## src/rtl/bash_perm_ctrl.sv

```systemverilog
// ============================================================================
// bash_perm_ctrl
// ----------------------------------------------------------------------------
// Control unit for the bash-f sponge permutation core. Sequences the prepare,
// start and round phases of one permutation per absorbed block, provides the
// round index used for round-constant selection, and buffers one start
// request that arrives mid-permutation so blocks can run back-to-back.
//
// Parameters
//   ROUNDS  total permutation rounds (ROUNDS/RPC >= 2)
//   RPC     rounds unrolled per work cycle (must divide ROUNDS)
//
// Ports
//   clk_i           clock, all state changes on the rising edge
//   rst_ni          synchronous active-low reset
//   prep_active_i   request: load a fresh state (new message)
//   start_active_i  request: run one permutation on the current state
//   prep_o          prep request accepted; datapath loads its initial state
//   start_o         start request accepted; datapath absorbs its block
//   first_o         qualifies start_o for the first block after a prep
//   work_o          datapath applies RPC rounds this cycle
//   round_o         index of the first round applied this cycle (0 when idle)
//   active_o        permutation in progress (same as work_o)
//   rdy_o           a start request would be accepted or buffered now
//   done_o          one-cycle pulse after a permutation's final work cycle
//   pend_o          a start request is buffered
// ============================================================================
module bash_perm_ctrl #(
    parameter  int ROUNDS = 24,
    parameter  int RPC    = 1,
    localparam int ITER   = ROUNDS / RPC,
    localparam int CW     = $clog2(ITER),
    localparam int RW     = $clog2(ROUNDS)
) (
    input  logic          clk_i,
    input  logic          rst_ni,
    input  logic          prep_active_i,
    input  logic          start_active_i,
    output logic          prep_o,
    output logic          start_o,
    output logic          first_o,
    output logic          work_o,
    output logic [RW-1:0] round_o,
    output logic          active_o,
    output logic          rdy_o,
    output logic          done_o,
    output logic          pend_o
);

    typedef enum logic [2:0] {
        S_IDLE  = 3'd0,
        S_PREP  = 3'd1,
        S_START = 3'd2,
        S_WORK  = 3'd3,
        S_WAIT  = 3'd4
    } state_t;

    state_t        state;
    logic [CW-1:0] k;      // work-cycle index within the current permutation
    logic          pend;   // one buffered start request
    logic          done;   // completion pulse, registered

    logic last_work;
    assign last_work = (k == CW'(ITER - 1));

    // ------------------------------------------------------------------------
    // State, counter and flags
    // ------------------------------------------------------------------------
    // NOTE: sequential state uses non-blocking assignments so every register
    // samples the pre-edge values, independent of statement order.
    always_ff @(posedge clk_i) begin
        if (!rst_ni) begin
            state <= S_IDLE;
            k     <= '0;
            pend  <= 1'b0;
            done  <= 1'b0;
        end else begin
            done <= 1'b0;
            case (state)
                S_IDLE: begin
                    if (prep_active_i) state <= S_PREP;
                end
                S_PREP: begin
                    if (start_active_i) state <= S_START;
                end
                S_START: begin
                    // The START cycle is itself the first work cycle (k = 0),
                    // so the counter continues from 1 in WORK.
                    k     <= CW'(1);
                    pend  <= 1'b0;
                    state <= S_WORK;
                end
                S_WORK: begin
                    if (prep_active_i) begin
                        // Abort: the buffered start belongs to the old message.
                        pend  <= 1'b0;
                        state <= S_PREP;
                    end else begin
                        if (start_active_i) pend <= 1'b1;
                        if (last_work) begin
                            done  <= 1'b1;
                            state <= (pend || start_active_i) ? S_START : S_WAIT;
                        end else begin
                            k <= k + CW'(1);
                        end
                    end
                end
                S_WAIT: begin
                    if (prep_active_i)       state <= S_PREP;
                    else if (start_active_i) state <= S_START;
                end
                default: state <= S_IDLE;
            endcase
        end
    end

    // ------------------------------------------------------------------------
    // Mealy outputs; everything is held low while reset is asserted
    // ------------------------------------------------------------------------
    // NOTE: every output gets a default before the case so no path leaves a
    // signal unassigned, which would otherwise infer a latch.
    always_comb begin
        prep_o  = 1'b0;
        start_o = 1'b0;
        first_o = 1'b0;
        work_o  = 1'b0;
        round_o = '0;
        rdy_o   = 1'b0;
        if (rst_ni) begin
            case (state)
                S_IDLE: begin
                    rdy_o  = prep_active_i;
                    prep_o = prep_active_i;
                end
                S_PREP: begin
                    rdy_o = 1'b1;
                    if (start_active_i) begin
                        start_o = 1'b1;
                        first_o = 1'b1;
                    end else begin
                        prep_o = prep_active_i;
                    end
                end
                S_START: begin
                    work_o = 1'b1;
                end
                S_WORK: begin
                    work_o  = 1'b1;
                    round_o = RW'(int'(k) * RPC);
                    rdy_o   = ~pend;
                    if (prep_active_i) begin
                        prep_o = 1'b1;
                    end else if (last_work && (pend || start_active_i)) begin
                        start_o = 1'b1;
                    end
                end
                S_WAIT: begin
                    rdy_o = 1'b1;
                    if (prep_active_i)       prep_o  = 1'b1;
                    else if (start_active_i) start_o = 1'b1;
                end
                default: ;
            endcase
        end
    end

    assign active_o = work_o;
    assign done_o   = rst_ni & done;
    assign pend_o   = rst_ni & pend;

endmodule

```

## config.mk

```make
export PLATFORM = sky130hd
export DESIGN_NAME = bash_perm_ctrl
export DESIGN_NICKNAME = d
export VERILOG_FILES = /design/src/rtl/bash_perm_ctrl.sv
export SDC_FILE = /design/constraint.sdc
export NUM_CORES = 1
export LEC_CHECK = 0
export ABC_AREA = 1
export BUFFER_PORTS_ARGS = -buffer_cell sky130_fd_sc_hd__buf_2
export CORE_UTILIZATION = 55
export CTS_CLUSTER_SIZE = 40
export DETAILED_ROUTE_END_ITERATION = 12
export PLACE_DENSITY = 0.81
export SYNTH_ARGS = -nofsm -noshare
export SYNTH_HDL_FRONTEND = slang
export SYNTH_SLANG_ARGS = --single-unit
export TNS_END_PERCENT = 5
```

## constraint.sdc

```tcl
create_clock -name clk_i -period 2.6 [get_ports clk_i]
set_input_delay 0.13 -clock clk_i [delete_from_list [all_inputs] [get_ports clk_i]]
set_output_delay 0.13 -clock clk_i [all_outputs]
set_load 0.05 [all_outputs]
```

-- Word level (Yosys, flattened, before mapping)
Cells that the tools add are included.
Widths: inputs -> output; s select.
- add/sub/neg operators: 1
- equal/unequal tests: 10
- multiplexer cells: 32
- bitwise gates (word level): 5
- reductions and logical operators: 11
- operators with widths (kind ; count):
    $mux 5 ; 4
    $mux 3 ; 6
    $mux 1 ; 16
    $pmux 3 s5 ; 1
    $pmux 5 s2 ; 1
    $pmux 1 s3 ; 3
    $eq 3x2->1 const B ; 2
    $ne 2x2->1 const B ; 3
    $ne 3x3->1 const B ; 2
    $reduce_or 2->1 ; 3
    $add 5x1->5 const B ; 1
    $eq 5x5->1 const B ; 1
    $reduce_and 2->1 ; 2
    $eq 3x1->1 const B ; 1
    $eq 3x3->1 const B ; 1
    $logic_not 3->1 ; 1
    $not 1->1 ; 3
    $reduce_and 3->1 ; 1
    $reduce_or 3->1 ; 1
    $and 1x1->1 ; 2
    $pmux 1 s2 ; 1
    $reduce_bool 2->1 ; 1
    $logic_and 1x1->1 ; 1
    $logic_or 1x1->1 ; 1
- bits in registers: 10
- input bits: 4
- output and inout bits: 13
- word-level logic and storage cells: 63

-- Depth between registers and ports, before layout
Gate-level depths: netlist (run 1).
- depth after elaboration: 6
- depth in mapped cells: 9
- mapped depth without buffers: 9

-- Worst setup path after synthesis (run 1)
OpenSTA, ideal clock, no wires.
- path kind: register to output
- start point: register state[1]
- end point: output work_o
- arrival: 2.039 ns
- required time: 2.470 ns
- path slack: 0.431 ns
- cell stages (with the launch flop): 4
- buffers on the path: 1
- cell sequence: dfxtp_1 inv_1 nor3_1 buf_4
- word-level cells in the longest chain between the ends: 4
- elaborated cells on any way between the ends: 5
- those cells by class: 2 x eq/ne; 2 x mux; 1 x reduce/logical
- RTL lines (element ; line ; RTL):
    start: declaration ; 58 ; state_t state;
    start signal: assignment ; 102 ; state <= (pend || start_active_i) ? S_START : S_WAIT;
    $eq 3x2->1 ; 130 ; case (state)
    $reduce_or 2->1 (no source line) * ; - ;
    $mux 1 * ; 130 ;
    $mux 1 * ; 129 ; if (rst_ni) begin
    end: declaration ; 42 ; output logic work_o,
Every way passes the cells marked *; elsewhere a longest branch is shown, timed or not.

-- Final worst setup path (run 1)
- start point: register k[1]
- end point: output start_o
- word-level cells in the longest chain between the ends: 6
- RTL lines (element ; line ; RTL):
    start: declaration ; 59 ; logic [CW-1:0] k;
    start signal: assignment ; 104 ; k <= k + CW'(1);
    $eq 5x5->1 ; 64 ; assign last_work = (k == CW'(ITER - 1));
    $logic_and 1x1->1 ; 153 ; end else if (last_work && (pend || start_active_i)) begin
    $mux 1 ; 153 ;
    $mux 1 ; 151 ; if (prep_active_i) begin
    $pmux 1 s3 ; 130 ;
    $mux 1 ; 129 ;
    end: declaration ; 40 ; output logic start_o,
Every way passes these cells.

==> results of run 1 <==
==> per-stage QoR <==
step                      utilization, %  std cells  instance area (um2)  setup slack [ns]  hold WS [ns]
after global placement              70.2        149                  812              1.16         0.413
after CTS                           73.4        153                  848             0.824         0.121
after detailed placement            70.2        149                  812              1.15         0.404
after global routing                73.4        153                  848             0.697         0.131
after floorplan                        -        120                  722             0.431         0.208
final                               73.4        153                  848             0.808         0.124
==> report_power, final <==
part / internal [W] / switching, W / leakage (nW)
registers: 0.000160 / 0.0000118 / 0.0810
logic: 0.0000268 / 0.0000715 / 0.281
clock network: 0.0000850 / 0.0000529 / 0.0210
total: 0.000272 / 0.000136 / 0.383
==> flip-flops by register name (all words and copies together), names as in the netlist <==
signal  cells
k           5
done        1
pend        1
state       3
==> synthesized netlist by cell type <==
| cell type | count |
|---|---|
| nand2_1 | 29 |
| nor2_1 | 26 |
| inv_1 | 14 |
| a21oi_1 | 10 |
| dfxtp_1 | 10 |
| o21ai_0 | 8 |
| nor3_1 | 5 |
| inv_2 | 3 |
| nand3_1 | 3 |
| nand2_4 | 2 |
| nand4_1 | 2 |
| nor2_4 | 2 |
| buf_4 | 1 |
| clkinv_1 | 1 |
| ha_1 | 1 |
| nand3_4 | 1 |
| nor2_2 | 1 |
| nor3_4 | 1 |
==> worst paths after layout <==
path / start / to / slack [ns] / depth (start not counted)
max reg2reg: k[1] / k[1] / 1.12 / 8
min: prep_active_i / done / 0.12 / 2
min reg2reg: pend / pend / 0.51 / 2
max: k[1] / start_o / 0.81 / 6
==> logic make-up after synthesis <==
kind of cell	Yosys count	share of synthesized area [%]
adder cells (fa/ha/maj)	1	1.73
AO/OA/AOI/OAI	18	12.5
AND/OR/NAND/NOR	72	47.7
buffers and inverters	19	10.4
flip-flops	10	27.7
==> layout make-up <==
type	instances	area (um2)	area share [%]
multi-input cells	91	447	52.7
flip-flops and latches	10	200	23.6
repair buffers	16	80.1	9.44
inverters	18	67.6	7.96
clock buffers	4	36.3	4.28
well taps	14	17.5	2.06
==> per-layer routing <==
metal / GRT usage, % / wire length, um
met3: 10.5 / 158
met1: 36.6 / 779
met4: 10.7 / 25
met5: 0 / 0
met2: 46.6 / 834
==> results.toml, run 1 <==
[critical_path]
crit_path_start_kind = "flop"
path_cells = "ha_1, nand2_1, nor2_4, nand2_1, a21oi_1, buf_2"
cp.arrival_ns = 1.66
path_common_cell = "nand2_1"
path_buf_inv = 1
cp.required_ns = 2.47
critPathMaxFanout = 5
crit_slowest_cell = "dfxtp_1"
critical-path-top-delay-family = "flip-flops"
critPathKind = "flop to output port"
cp-end-kind = "output port"
critPathMaxStageDelay_ns = 0.42

[cells_and_area]
nets = 145
drive_gt1_share_pct = 21.6
nFillCells = 99
diodes = 0
final_common_cell = "nand2_1"
area_growth_pct = 17.5
final_cell_mix = "nand2_1, nor2_1, buf_2, inv_1"

[logic_synthesis]
synth_top_cell_area_share_pct = 27.7
netlist_instances = 120
synth_fp_nets = 125
synth_area_leaders = "dfxtp_1, nand2_1, nor2_1"
ys_types = 18
synth-seq-area-share_pct = 27.7
yosysTopAreaCell = "dfxtp_1"
synth_area_per_cell_um2 = 6.02
yosysWarnings = 0
syn-cell-area_um2 = 722
synth_seq_cells = 10

[floorplanning]
io_pins = 17
dieArea_um2 = 1460
coreArea_um2 = 1160
chipWidth_um = 38.2
die_h_um = 38.2
start_util_pct = 62.4
fp-row-count = 12

[run]
max-cap-violations = 0

[global_routing]
grt_overflow = 0
grt_max_degree = 11
grt_usage_pct = 29.5
grt_pass1_vias = 700
grt_pass1_wl_mm = 2.93
grt_antenna_before_repair = 0

[placed_design]
port_buffers = 16
place.gp.congestion = 0.883
hpwl_mm = 1.31

[sta]
setup_violations = 0
slew_headroom_pct = 80.3
final_max_slew_viol_count = 0
finalSetupTns_ns = 0
min_period_ns = 1.79
max_freq_ghz = 0.558
hold_viol = 0
rsz0062_at_grt = "no"
clock_skew_ns = 0.00714
tightest_slew_ns = 0.294
fin_crit_sh_pct = 68.9

[clock_tree]
cts_hold_buf = 0
tritoncts = "done"
htreeDepth = 1
path_clk_slew_ns = 0.07
clock_sinks = 10
clock_path_buffers = 2
clkLatencyLatePin_ns = 0.27
cts_buffers = 3
postCtsSetupBuffers = 0
cts_root_buffer = "clkbuf_4"
cts-resized-gates = 0

[power]
p_per_area_nw_per_um2 = 481
power_w = 0.000408
vdd_drop_max_v = 0.000295
power_leakage_nw = 0.383

[route]
viasPerCell = 5.39
drc = 0
drt-initial-drc-count = 30
drt-pass1-iter-count = 4
wl_per_cell_um = 11.7
finalWirelength_mm = 1.80
vias = 824
drtAntennaViolNets = 0

[hold_path]
min_path_type = "primary input to flop"

[status]
outcome = "complete, no violations"
Power figures use the tool's default switching activity.
==> run 2, diff against run 1 <==
--- a/config.mk
+++ b/config.mk
@@ -7,10 +7,10 @@
 export LEC_CHECK = 0
 export ABC_AREA = 1
 export BUFFER_PORTS_ARGS = -buffer_cell sky130_fd_sc_hd__buf_2
-export CORE_UTILIZATION = 55
+export CORE_UTILIZATION = 51
 export CTS_CLUSTER_SIZE = 40
 export DETAILED_ROUTE_END_ITERATION = 12
-export PLACE_DENSITY = 0.81
+export PLACE_DENSITY = 0.76
 export SYNTH_ARGS = -nofsm -noshare
 export SYNTH_HDL_FRONTEND = slang
 export SYNTH_SLANG_ARGS = --single-unit
==> constraint.sdc (replaced) <==
create_clock -name clk_i -period 1.75 [get_ports clk_i]
set_input_delay 0.0875 -clock clk_i [delete_from_list [all_inputs] [get_ports clk_i]]
set_output_delay 0.0875 -clock clk_i [all_outputs]
set_load 0.05 [all_outputs]
==> results.toml, run 2 (synthesis gave the netlist of run 1 again) <==
[placed_design]
hpwl_mm = 1.27
place.gp.congestion = 0.870
port_buffers = 16
post_dp_cell_area_um2 = 818
placed_cells = 150

[cells_and_area]
diodes = 0
regArea_um2 = 201
nets = 145
stdcell_count = 154
final_common_cell = "nand2_1"
largest_reg_flops = 5
area_growth_pct = 19.6
drive_gt1_share_pct = 23.0
nFillCells = 130
top_register = "k"
fin_area_um2 = 863
largestRegisters = "k (5), state (3)"
final_cell_mix = "nand2_1, nor2_1, inv_1, buf_2, a21oi_1"
multi_input_comb_area_um2 = 452

[global_routing]
grt_overflow = 0
grt_pass1_wl_mm = 2.68
grt_pass1_vias = 600
grt_max_degree = 11
grt_antenna_before_repair = 0
grt_usage_pct = 25.3

[route]
wl_per_cell_um = 11.6
drtAntennaViolNets = 0
drt-pass1-iter-count = 4
drc = 0
drt-initial-drc-count = 43
finalWirelength_mm = 1.78
vias = 835
viasPerCell = 5.42

[sta]
timing.hold.ws_ns = 0.0647
final_max_slew_viol_count = 0
hold_viol = 0
slew_headroom_pct = 78.1
max_freq_ghz = 0.594
tightest_slew_ns = 0.326
setup_violations = 0
clock_skew_ns = 0.00285
min_period_ns = 1.68
fin_crit_sh_pct = 96.2
finalSetupTns_ns = 0
rsz0062_at_grt = "yes"

[critical_path]
r2r_cells = 8
cp.required_ns = 1.66
rr_endpoint = "k[1]"
crit_path_start_kind = "flop"
cp.arrival_ns = 1.60
critPathKind = "flop to output port"
critPathMaxFanout = 7
r2r-start = "k[1]"
cp-end-kind = "output port"
reg2reg_slack_ns = 0.33

[run]
max-cap-violations = 0

[clock_tree]
cts_buffers = 3
cts_root_buffer = "clkbuf_4"
htreeDepth = 1
clkLatencyLatePin_ns = 0.28
tritoncts = "done"
postCtsSetupBuffers = 0
path_clk_slew_ns = 0.08
clock_path_buffers = 2
clock_sinks = 10

[power]
power_leakage_nw = 0.384
power_w = 0.000635
vdd_drop_max_v = 0.000525
p_per_area_nw_per_um2 = 736

[floorplanning]
start_util_pct = 55.5
dieArea_um2 = 1570
chipWidth_um = 39.6
die_h_um = 39.6
coreArea_um2 = 1300
fp-row-count = 13
io_pins = 17

[hold_path]
hp-start = "prep_active_i"
min_path_type = "primary input to flop"
hold_depth = 2
min_to = "done"

[status]
outcome = "complete, no violations"
run 2: changes by cell type in the layout (fill, tap and decap cells not counted), sizes merged:
cell	delta
buf	-2
clkbuf	+2
run 2: metrics by stage:
| stage | util, % | setup slack (ns) |
|---|---|---|
| finish | 66.3 | 0.0671 |
| global route | 66.3 | -0.0593 |
| CTS | 65.8 | 0.0347 |
| detailed placement | 62.9 | 0.327 |
| global placement | 62.9 | 0.354 |
| floorplan | - | -0.162 |
run 2: power breakdown:
group	switching, W	total (W)	internal, W	leakage (nW)
sequential	0.0000172	0.000256	0.000238	0.0813
combinational	0.000110	0.000153	0.0000431	0.282
clock	0.000100	0.000227	0.000127	0.0210
total	0.000227	0.000635	0.000408	0.384
run 2: area by class of cell:
class                   instances  share of cell area, %
repair buffers                 16                   10.1
clock buffers                   4                   4.20
flip-flops and latches         10                   23.3
multi-input cells              91                   52.3
inverters                      18                   7.83
well taps                      15                   2.17
run 2: critical path: stages (launching register included):
cell	delay (ns)
dfxtp_1	0.41
inv_2	0.12
nand3_4	0.13
o21ai_1	0.21
nor2_1	0.08
nor2_1	0.11
clkbuf_4	0.25
run 2: repair_timing:
item,in CTS,in global routing
gates resized for setup,1,5
hold buffers,0,0
endpoints found under the hold margin,0,0
setup endpoints to repair,1,3
run 2: metal layers:
metal / global-route usage (%) / wire length [um] / vias up
met5: 0 / 0 / -
met1: 39.0 / 883 / 380
met3: 5.11 / 124 / 5
met4: 7.76 / 25 / 0
met2: 33.6 / 751 / 31
li1: - / - / 419
run 2: worst max-delay path by stage:
stage	startpoint	to	slack, ns	cells after the start
floorplan	state[0]	prep_o	-0.16	6
global placement	state[0]	rdy_o	0.35	5
detailed placement	state[0]	rdy_o	0.33	5
CTS	state[2]	rdy_o	0.03	6
global route	state[0]	rdy_o	-0.06	6
finish	state[2]	rdy_o	0.07	6
==> run 3, diff against run 2 <==
--- a/config.mk
+++ b/config.mk
@@ -7,10 +7,9 @@
 export LEC_CHECK = 0
 export ABC_AREA = 1
 export BUFFER_PORTS_ARGS = -buffer_cell sky130_fd_sc_hd__buf_2
-export CORE_UTILIZATION = 51
+export CORE_UTILIZATION = 35
 export CTS_CLUSTER_SIZE = 40
 export DETAILED_ROUTE_END_ITERATION = 12
-export PLACE_DENSITY = 0.76
 export SYNTH_ARGS = -nofsm -noshare
 export SYNTH_HDL_FRONTEND = slang
 export SYNTH_SLANG_ARGS = --single-unit
==> results.toml, run 3 (synthesis gave the netlist of run 1 again) <==
[status]
outcome = "complete, no violations"

[power]
power_leakage_nw = 0.383
combinationalPowerShare_pct = 26.1
switching_share_pct = 36.8
p_per_area_nw_per_um2 = 656
power_frac_seq_pct = 44.7
switching_power_w = 0.000210
internal-power_w = 0.000361
vdd_drop_max_v = 0.000472
p_clk_share_pct = 29.2

[cells_and_area]
drive_gt1_share_pct = 23.7
area_growth_pct = 20.6
final_cell_mix = "nand2_1, nor2_1, inv_1, buf_2, a21oi_1"
stdcell_count = 166
fin_area_um2 = 871
diodes = 0
final_common_cell = "nand2_1"
largestRegisters = "k (5), state (3)"
final_core_util_pct = 44.8
top_register = "k"
largest_reg_flops = 5
nets = 146

[hold_path]
min_to = "done"
min_path_type = "primary input to flop"
hp-start = "prep_active_i"
hold_depth = 2

[sta]
max_freq_ghz = 0.607
setup_violations = 0
clock_skew_ns = 0.00342
tightest_slew_ns = 0.306
final_max_slew_viol_count = 0
min_period_ns = 1.65
finalSetupTns_ns = 0
fin_crit_sh_pct = 94.1
slew_headroom_pct = 79.5
hold_viol = 0
timing.hold.ws_ns = 0.0813

[global_routing]
grt_pass1_vias = 600
grt_antenna_before_repair = 0
grt_usage_pct = 16.9
grt_pass1_wl_mm = 2.58
grt_max_degree = 11
grt_overflow = 0

[critical_path]
reg2reg_slack_ns = 0.31
r2r_cells = 9
crit_path_start_kind = "flop"
r2r-start = "k[0]"
cp.required_ns = 1.66
critPathMaxFanout = 4
rr_endpoint = "k[2]"
critPathKind = "flop to output port"
cp-end-kind = "output port"
cp.arrival_ns = 1.56

[route]
drt-initial-drc-count = 20
viasPerCell = 4.70
drt-pass1-iter-count = 4
drtAntennaViolNets = 0
drc = 0
vias = 781
finalWirelength_mm = 1.72
wl_per_cell_um = 10.4

[placed_design]
placed_cells = 163
hpwl_mm = 1.29
place.gp.congestion = 0.807
post_dp_cell_area_um2 = 841
port_buffers = 16

[clock_tree]
cts_hold_buf = 0
cts_root_buffer = "clkbuf_4"
clkLatencyLatePin_ns = 0.27
tritoncts = "done"
cts_buffers = 3
clock_path_buffers = 2
htreeDepth = 1
clock_sinks = 10
path_clk_slew_ns = 0.07

[floorplanning]
chipWidth_um = 47.4
dieArea_um2 = 2250
fp-row-count = 16
io_pins = 17
coreArea_um2 = 1940
start_util_pct = 37.2
die_h_um = 47.4

[run]
max-cap-violations = 0
## run 3: changes by cell type in the layout (fill, tap and decap cells not counted), sizes merged
| cell | before | now |
|---|---|---|
| clkbuf | 6 | 4 |
| buf | 14 | 16 |
## run 3: cell type report
| cell class | instances | area (um2) |
|---|---|---|
| fill | 209 | 1070 |
| multi-input combinational | 91 | 452 |
| timing repair buffer | 17 | 92.6 |
| clock buffer | 3 | 22.5 |
| inverter | 18 | 67.6 |
| sequential | 10 | 203 |
| tap | 27 | 33.8 |
## run 3: power groups by stage
stage          logic (W)  clock network, W  registers [W]
5_1_grt         0.000165          0.000180       0.000257
6_report        0.000149          0.000167       0.000256
2_1_floorplan   0.000114                 0       0.000256
4_1_cts         0.000145          0.000172       0.000254
3_3_place_gp    0.000146                 0       0.000259
3_5_place_dp    0.000145                 0       0.000259
## run 3: layer usage
metal  wire (um)  GRT usage, %
met1         855          24.4
met2         771          22.7
met3          82          4.53
met4          13          8.57
met5           0             0
## run 3: repair_timing
action,in CTS,in global routing
setup buffers,0,0
endpoints found under the setup margin,0,8
gates resized for setup,0,6
hold endpoints to repair,0,0
## run 3: per-stage QoR
step                setup WS, ns  power [W]
floorplan                 -0.162   0.000371
global placement           0.334   0.000405
detailed placement         0.332   0.000404
CTS                       0.0289   0.000571
global route             -0.0164   0.000602
finish                     0.103   0.000572
## run 3: how the worst max path moves through the flow
stage | start | to | slack, ns | cells after the start
2_1_floorplan | state[0] | prep_o | -0.16 | 6
4_1_cts | k[1] | start_o | 0.03 | 6
3_5_place_dp | k[1] | k[2] | 0.33 | 9
5_1_grt | state[1] | round_o[1] | -0.02 | 5
3_3_place_gp | k[1] | k[2] | 0.33 | 9
6_report | k[0] | start_o | 0.10 | 6
## run 3: critical path, stage by stage, from the launching register on
cell and delay [ns]:
dfxtp_1 0.39, ha_1 0.19, nand2_1 0.12, nor2_4 0.17, nand2_1 0.06, a21oi_1 0.14
buf_4 0.22
